**config.mk**
```make
export PLATFORM = sky130hd
export DESIGN_NAME = collision_scan
export DESIGN_NICKNAME = d
export VERILOG_FILES = /design/src/rtl/collision_scan.sv
export SDC_FILE = /design/constraint.sdc
export NUM_CORES = 1
export LEC_CHECK = 0
export BUFFER_PORTS_ARGS = -buffer_cell sky130_fd_sc_hd__clkbuf_2
export CAP_MARGIN = 20
export CORE_MARGIN = 2
export CORE_UTILIZATION = 42
export DETAILED_ROUTE_END_ITERATION = 8
export MAX_ROUTING_LAYER = met4
export PLACE_DENSITY_LB_ADDON = 0.12
export SLEW_MARGIN = 20
export SYNTH_ARGS = -nofsm -noshare
export SYNTH_HDL_FRONTEND = slang
export SYNTH_SLANG_ARGS = --single-unit
export TNS_END_PERCENT = 1
```
**constraint.sdc**
```tcl
create_clock -name clock -period 5.66 [get_ports clock]
set_clock_uncertainty 0.15 [all_clocks]
set_input_delay 0.566 -clock clock [delete_from_list [all_inputs] [get_ports clock]]
set_output_delay 0.566 -clock clock [all_outputs]
set_load 0.01 [all_outputs]
```
**src/rtl/collision_scan.sv**
```systemverilog
// Sequential collision probe: checks the 16 cells of a 4x4 shape against the field, one per cycle.
// Optional macro COLLISION_SCAN_LR_EN enables left/right offsets; otherwise left/right act as in-place.
module collision_scan #(
  parameter int FIELD_W = 10,
  parameter int FIELD_H = 20,
  parameter int POS_W   = 5
) (
  input  logic                       clock,
  input  logic                       resetn,
  input  logic                       start,
  input  logic [1:0]                 dir,
  input  logic [FIELD_W*FIELD_H-1:0] field,
  input  logic [15:0]                block,
  input  logic [POS_W-1:0]           block_x,
  input  logic [POS_W-1:0]           block_y,
  output logic                       busy,
  output logic                       done,
  output logic                       collide,
  output logic [4:0]                 hit_count
);

  localparam int CW     = POS_W + 2;
  localparam int NCELLS = FIELD_W * FIELD_H;
  localparam int IDX_W  = (NCELLS > 1) ? $clog2(NCELLS) : 1;

  typedef enum logic [1:0] {IDLE, SCAN, DONE} state_t;

  state_t             state;
  logic [3:0]         k;
  logic [4:0]         cnt;
  logic [1:0]         dir_p0;
  logic [15:0]        blk_p0;
  logic [POS_W-1:0]   bx_p0;
  logic [POS_W-1:0]   by_p0;
  logic signed [CW-1:0] dx;
  logic signed [CW-1:0] dy;
  logic signed [CW-1:0] tx;
  logic signed [CW-1:0] ty;
  logic               in_range;
  logic [IDX_W-1:0]   idx;
  logic               hit;
  logic [4:0]         cnt_nxt;

  function automatic logic [4:0] sat_inc(input logic [4:0] v, input logic inc);
    if (inc && (v < 5'd16)) return v + 5'd1;
    return v;
  endfunction

  // Operand capture: the move request is frozen at acceptance; field stays live.
  always_ff @(posedge clock) begin
    if ((state == IDLE) && start) begin
      dir_p0 <= dir;
      blk_p0 <= block;
      bx_p0  <= block_x;
      by_p0  <= block_y;
    end
  end

  // Target-cell evaluation for cell k; ty is never negative since dy is 0 or +1.
  always_comb begin
    dx = '0;
    dy = '0;
    case (dir_p0)
      2'b00: dy = {{(CW-1){1'b0}}, 1'b1};
`ifdef COLLISION_SCAN_LR_EN
      2'b01: dx = '1;
      2'b10: dx = {{(CW-1){1'b0}}, 1'b1};
`endif
      default: ;
    endcase
    tx = $signed({2'b00, bx_p0}) + $signed({{(CW-2){1'b0}}, k[1:0]}) + dx;
    ty = $signed({2'b00, by_p0}) + $signed({{(CW-2){1'b0}}, k[3:2]}) + dy;
    in_range = !tx[CW-1] && (int'(tx) < FIELD_W) && (int'(ty) < FIELD_H);
    idx = '0;
    if (in_range) idx = IDX_W'(int'(ty) * FIELD_W + int'(tx));
    hit = blk_p0[k] && (!in_range || field[idx]);
    cnt_nxt = sat_inc(cnt, hit);
  end

  // Control FSM with registered outputs.
  always_ff @(posedge clock or negedge resetn) begin
    if (!resetn) begin
      state     <= IDLE;
      k         <= 4'd0;
      cnt       <= 5'd0;
      busy      <= 1'b0;
      done      <= 1'b0;
      collide   <= 1'b0;
      hit_count <= 5'd0;
    end else begin
      case (state)
        IDLE: begin
          done <= 1'b0;
          if (start) begin
            state <= SCAN;
            k     <= 4'd0;
            cnt   <= 5'd0;
            busy  <= 1'b1;
          end
        end
        SCAN: begin
          cnt <= cnt_nxt;
          k   <= k + 4'd1;
          if (k == 4'd15) begin
            state     <= DONE;
            done      <= 1'b1;
            collide   <= (cnt_nxt != 5'd0);
            hit_count <= cnt_nxt;
          end
        end
        DONE: begin
          state <= IDLE;
          done  <= 1'b0;
          busy  <= 1'b0;
        end
        default: begin
          state <= IDLE;
          done  <= 1'b0;
          busy  <= 1'b0;
        end
      endcase
    end
  end

endmodule

```
Word-level counts from Yosys, hierarchy flattened --
Cells that the tools add are included.
Word-level totals: flip-flop bits (word level) 47, word-level logic and storage cells 64
Operators by class: add/subtract/negate cells 6, multipliers 1, $lt $le $gt $ge 5, eq/ne operators 4, mux-type cells 20, bitwise operators 1, reduce and logical (&&, ||, !) cells 16
Operator list (count):
- two-way mux 5 bit | 3
- adder 5 x 2 -> 6 bit | 2
- one-hot mux 5 bit (2 select lines) | 1
- < comparator 8 x 9 -> 1 bit, second input constant | 1
- adder 8 x 7 -> 8 bit | 1
- binary-select mux 1 bit (select 8 bit) | 1
- two-way mux 8 bit | 1
- one-hot mux 4 bit (2 select lines) | 1
- AND reduction 2 bit | 4
- adder 6 x 1 -> 7 bit | 1
- < comparator 7 x 6 -> 1 bit, second input constant | 1
- multiplier 7 x 4 -> 7 bit, second input constant | 1
- two-way mux 1 bit | 7
- < comparator 6 x 4 -> 1 bit, second input constant | 1
- adder 5 x 1 -> 5 bit, second input constant | 1
- logical AND 1 bit | 5
- < comparator 4 x 5 -> 1 bit, second input constant | 1
- < comparator 5 bit, second input constant | 1
- nonzero test 5 bit | 1
- adder 4 x 1 -> 4 bit, second input constant | 1
- binary-select mux 1 bit (select 4 bit) | 1
- == test 4 bit, second input constant | 1
- zero test 2 bit | 2
- two-way mux 2 bit | 2
- other kinds (10) | 11

Longest topological paths before layout --
word-level depth 14, gate-level depth with buffers 21

Least setup slack after synthesis --
No wires, ideal clock.
path kind register -> register, from reg k[2], to reg cnt[3], library setup time 0.121 ns, data arrival time 5.201 ns, data required time 5.389 ns, path slack 0.188 ns, cell stages (with the launch flop) 21, clock period less this slack 5.472 ns, cell sequence dfrtp_1 clkbuf_1 inv_1 fa_1 fa_1 inv_1 fa_1 buf_2 buf_4 buf_2 clkbuf_1 nor3_1 a211oi_1 a221oi_1 nor4b_1 a21oi_1 a211oi_1 nand3b_4 nor2_4 mux2_4 a22o_1
On the way: word-level cells in the longest chain between the ends 13
Ends and longest elaborated chain:
- start: declaration | RTL line 29 | logic [3:0] k;
- start signal: assignment | RTL line 103 | k <= k + 4'd1;
- adder 5 x 2 -> 6 bit | RTL line 72 | ty = $signed({2'b00, by_p0}) + $signed({{(CW-2){1'b0}}, k[3:2]}) + dy;
- adder 6 x 1 -> 7 bit | RTL line 72
- multiplier 7 x 4 -> 7 bit or < comparator 7 x 6 -> 1 bit (tied branches) | RTL line 75, 73
- adder 8 x 7 -> 8 bit or logical AND 1 bit (tied branches) | RTL line 75, 73
- two-way mux 8 bit | RTL line 75 | if (in_range) idx = IDX_W'(int'(ty) * FIELD_W + int'(tx));
- binary-select mux 1 bit (select 8 bit) | RTL line 76 | hit = blk_p0[k] && (!in_range || field[idx]);
- two-way mux 1 bit (not written as such) | RTL line 76
- logical OR 1 bit | RTL line 76
- logical AND 1 bit (*) | RTL line 76
- logical AND 1 bit (*) | RTL line 45 | if (inc && (v < 5'd16)) return v + 5'd1;
- two-way mux 1 bit (*) | RTL line 45
- two-way mux 5 bit (*) | RTL line 46 | return v;
- one-hot mux 5 bit (2 select lines) (*) | RTL line 91 | case (state)
- end signal: assignment | RTL line 102 | cnt <= cnt_nxt;
- end: declaration | RTL line 30 | logic [4:0] cnt;
Every way passes the cells marked *; elsewhere a longest branch is shown, timed or not. The select of a mux whose other input is x is not followed. A chain may end at the register's enable or synchronous reset.

Worst setup path after layout --
from reg dir_p0[1], to reg cnt[3]
On the way: word-level cells in the longest chain between the ends 14
Ends and longest elaborated chain:
- start: declaration | RTL line 31 | logic [1:0] dir_p0;
- start signal: assignment | RTL line 52 | dir_p0 <= dir;
- zero test 2 bit (*) | RTL line 63 | case (dir_p0)
- two-way mux 1 bit (*) | RTL line 63
- adder 6 x 1 -> 7 bit (*) | RTL line 72
- multiplier 7 x 4 -> 7 bit or < comparator 7 x 6 -> 1 bit (tied branches) | RTL line 75, 73
- adder 8 x 7 -> 8 bit or logical AND 1 bit (tied branches) | RTL line 75, 73
- two-way mux 8 bit | RTL line 75
- binary-select mux 1 bit (select 8 bit) | RTL line 76
- two-way mux 1 bit (not written as such) | RTL line 76
- logical OR 1 bit (*) | RTL line 76
- logical AND 1 bit (*) | RTL line 76
- logical AND 1 bit (*) | RTL line 45
- two-way mux 1 bit (*) | RTL line 45
- two-way mux 5 bit (*) | RTL line 46
- one-hot mux 5 bit (2 select lines) (*) | RTL line 91
Marked as above.

==> summary.md <==
The run finished with clean final reports. The maximum operating frequency was 187 MHz; the share of the synthesized area in the top cell type was 21.2%. The critical path in this run is classified as reg2reg. Fraction of final layout cells sized beyond drive strength 1: 52.7%. Counting every sink on the clock net gives 47.

The run gives 34.0% as the headroom to the max-slew limit. The count of hold-fix buffers inserted at cts is 0, and the number of routed nets with antenna violations is 0. The path depth of the worst reg2reg path was 17. The area growth from synthesis to layout is 32.8%, and the slew at the pin closest to its max-slew limit is 990 ps.

Once the floorplan was initialized, standard cells occupied 42.5% of the core. The detailed-placement wirelength estimate is 12.0 mm, and the number of buffers added on ports is 238. The post-synthesis area per instance is 11.0 sq um.

Once placement completed, the tool counted placed cells totaling 777. Register bit count reported by yosys: 47. The number of instances in the synthesized netlist came out at 415. TritonCTS built the clock tree. The final count of hold timing violations was 0; the count of maximum capacitance violations was 0. The logs give 5 for the number of buffers created by CTS and 0.0107 sq mm for the area of the core. After the first detailed-routing iteration, the DRC count stood at 225. Net count reported at finish: 899.

The tools report the cell area after layout as 0.00606 sq mm. The worst setup path is captured at a register. The clock passes through at most 2 buffers. From left edge to right edge, the die measures 108 um. The part of the cycle the worst path needs works out to 94.7%. Across every metal layer, demand over resource in global routing totals 24.4%.

Entering global routing, the biggest net connects 41 pins. For the DRC violations left, the log shows 0. Summing every instance area after synthesis gives 0.00457 sq mm. The warning count from the yosys run is 0.

For this block, the routed nets add up to 14.5 mm of wire. The critical path starts at dir_p0[1]. Fill cell total of the finished layout: 983.

The cell sitting at the root of the clock tree is a sky130_fd_sc_hd__clkbuf_8. In this run the register-to-register setup slack is 300 ps. The highest net fanout along the worst path is 10, and the instance area after placement is 0.00592 sq mm.

Measured on the finished design, the core utilization comes to 56.4%. The die covers 0.0117 sq mm. In the final routed layout, each cell accounts on average for 18.4 um. After routing, the total negative slack on setup checks comes to 0 ps. Setup violations remaining at the end of the flow were counted as 0. The number of pins exceeding their max-slew limit in the final report is 0. The biggest area contributor in the post-synthesis netlist is sky130_fd_sc_hd__mux4_2. Setup repair after global routing left no endpoint under its margin. Classification of the worst-slack hold path: in2async. After clock tree synthesis, the clock-pin slew on the worst setup and hold paths is 90 ps. The run gives 0 as the number of antenna repair diodes. The vias after detailed routing was 4392. The total overflow left after global routing is 0. Count of non-filler cells in the finished layout: 787. The tools report the reg-to-reg endpoint as cnt[3]. Subtracting the final worst setup slack from the clock period gives 5360 ps. The nature of the critical path startpoint was a register. Sorting the synthesized cells by area gives the leading types as sky130_fd_sc_hd__mux4_2 21%, sky130_fd_sc_hd__edfxtp_1 18%, sky130_fd_sc_hd__dfrtp_1 10%, sky130_fd_sc_hd__ha_1 4.7%, sky130_fd_sc_hd__mux2_2 3.2%.

Yosys mapped a number of flops with a built-in enable equal to 28. The CTS H-tree depth came out at 2. In this run the count of I/O pins placed on the die edge is 239.

For this run, asynchronously set or reset flops after synthesis account for 40.4%. The tools report the launching point of the worst reg2reg path as dir_p0[1]. The average vias per placed instance is 5.58, and the arrival time reported for the critical path endpoint is 5400 ps. Counting every net in the synthesized netlist gives 668. For the data required time at the worst endpoint, the log shows 5690 ps. The number of antenna violations at the first check in global routing is 0, and the global-route wire length before repair is 21.6 mm.

After synthesis, the netlist uses 65 different library cells. Row generation in the floorplan step produced 38 rows. Prevailing post-synth register cell: sky130_fd_sc_hd__edfxtp_1. In this run the vertical extent of the chip is 108 um. The run gives 4416 as the number of global-route vias before repair. The share of the Yosys chip area taken by registers is 28.8%. At the later pin of the worst-skew pair, clock insertion delay measures 290 ps. The first detailed-routing pass took 4 iterations.

The run gives 0.925 as the placer's final routability congestion estimate.
[logic make-up (layout without fill, tap and decap cells)]
logic type	Yosys count	in the layout	synth area share [%]
xor gates and xnor gates	16	16	3.37
adders and majority gates	22	22	6.85
muxes	71	71	27.9
AOI/OAI and AO/OA	96	96	14.7
buffers and inverters	50	282	4.60
and+or+nand+nor	113	113	13.7
DFF	47	47	28.8
[worst max-delay path by stage]
| stage | end | slack [ps] |
|---|---|---|
| detailed placement | cnt[3] | 20 |
| floorplan | cnt[3] | 190 |
| global placement | cnt[3] | 200 |
| global route | cnt[2] | 50 |
| CTS | cnt[3] | 150 |
| finish | cnt[3] | 300 |
[cells in the mapped netlist (8+ instances only)]
library cell	number
sky130_fd_sc_hd__edfxtp_1	28
sky130_fd_sc_hd__o21ai_0	17
sky130_fd_sc_hd__nand2_1	22
sky130_fd_sc_hd__mux4_2	43
sky130_fd_sc_hd__buf_2	9
sky130_fd_sc_hd__dfrtp_1	19
sky130_fd_sc_hd__inv_1	21
sky130_fd_sc_hd__xor2_1	8
sky130_fd_sc_hd__ha_1	17
sky130_fd_sc_hd__nor2_1	24
sky130_fd_sc_hd__a21oi_1	17
sky130_fd_sc_hd__clkbuf_1	14
sky130_fd_sc_hd__nand2b_1	8
sky130_fd_sc_hd__mux2i_1	13
sky130_fd_sc_hd__mux2_2	13
sky130_fd_sc_hd__nand3_1	16
sky130_fd_sc_hd__a211oi_1	9
[worst max-delay path, cell delays in order (launching register included)]
cell and delay [ps]:
sky130_fd_sc_hd__edfxtp_1 370, sky130_fd_sc_hd__or2_2 310, sky130_fd_sc_hd__fa_1 450, sky130_fd_sc_hd__fa_2 410
sky130_fd_sc_hd__nand3b_1 220, sky130_fd_sc_hd__xnor2_2 180, sky130_fd_sc_hd__ha_1 330, sky130_fd_sc_hd__fa_1 550
sky130_fd_sc_hd__ha_2 310, sky130_fd_sc_hd__xor2_2 220, sky130_fd_sc_hd__or4_1 470, sky130_fd_sc_hd__a21oi_1 150
sky130_fd_sc_hd__o2bb2ai_1 140, sky130_fd_sc_hd__or4_4 170, sky130_fd_sc_hd__nand3b_4 160, sky130_fd_sc_hd__nor2_4 180
sky130_fd_sc_hd__mux2_4 300, sky130_fd_sc_hd__a22o_1 170
[layout by cell type, fill, tap and decap left out, drive strengths merged, types with 4 or more instances in the layout]
master   netlist  final
a31oi          5      5
mux4          43     43
xor2           8      8
o22ai          4      4
a21boi         4      4
a22o           7      7
o2111ai        4      4
nand2         22     22
or2            4      4
inv           21     21
or4            4      4
ha            17     17
a21oi         17     17
dfrtp         19     19
edfxtp        28     28
buf           15     15
a211oi         9      9
nand4          5      5
fa             5      5
a221oi         6      6
o21ai         18     18
xnor2          7      7
mux2i         13     13
nor2          26     26
nor3           6      6
nand2b         8      8
nor2b          5      5
nand3         16     16
mux2          15     15
clkbuf        14    244
[sequential cells by signal, summed over array words and instances, names as in the netlist, 2 cells and up]
signal,flops
by_p0,5
cnt,5
bx_p0,5
blk_p0,16
state,2
hit_count,5
k,4
dir_p0,2
[what timing repair did]
action | 4_1_cts | 5_1_grt
hold endpoints to repair | 0 | 0
pin swaps | 0 | 4
setup endpoints to repair | 2 | 10
buffers inserted | 0 | 2
gates resized for setup | 1 | 8
[cell type report]
class	instances	area (sq um)	area share [%]
Sequential cell	47	1320	21.7
Clock inverter	2	12.5	0.206
Multi-Input combinational cell	318	3110	51.2
Tap cell	140	175	2.89
Inverter	21	78.8	1.30
Clock buffer	6	72.6	1.20
Timing Repair Buffer	253	1300	21.5
[through the flow]
| stage | hold WS (ps) | setup WS, ps |
|---|---|---|
| finish | 70.0 | 299 |
| global route | 107 | 46.0 |
| CTS | 76.2 | 154 |
| detailed placement | 325 | 15.6 |
| global placement | 319 | 199 |
| floorplan | 120 | 188 |
[layer usage]
metal | routed length, um | track usage, %
met1 | 6070 | 30.3
met2 | 7220 | 42.1
met3 | 858 | 3.25
met4 | 327 | 6.59
met5 | 0 | -
Power is left out: the tool's default activity adds up to more than one toggle a clock period on the data nets, which glitch-free logic cannot reach.
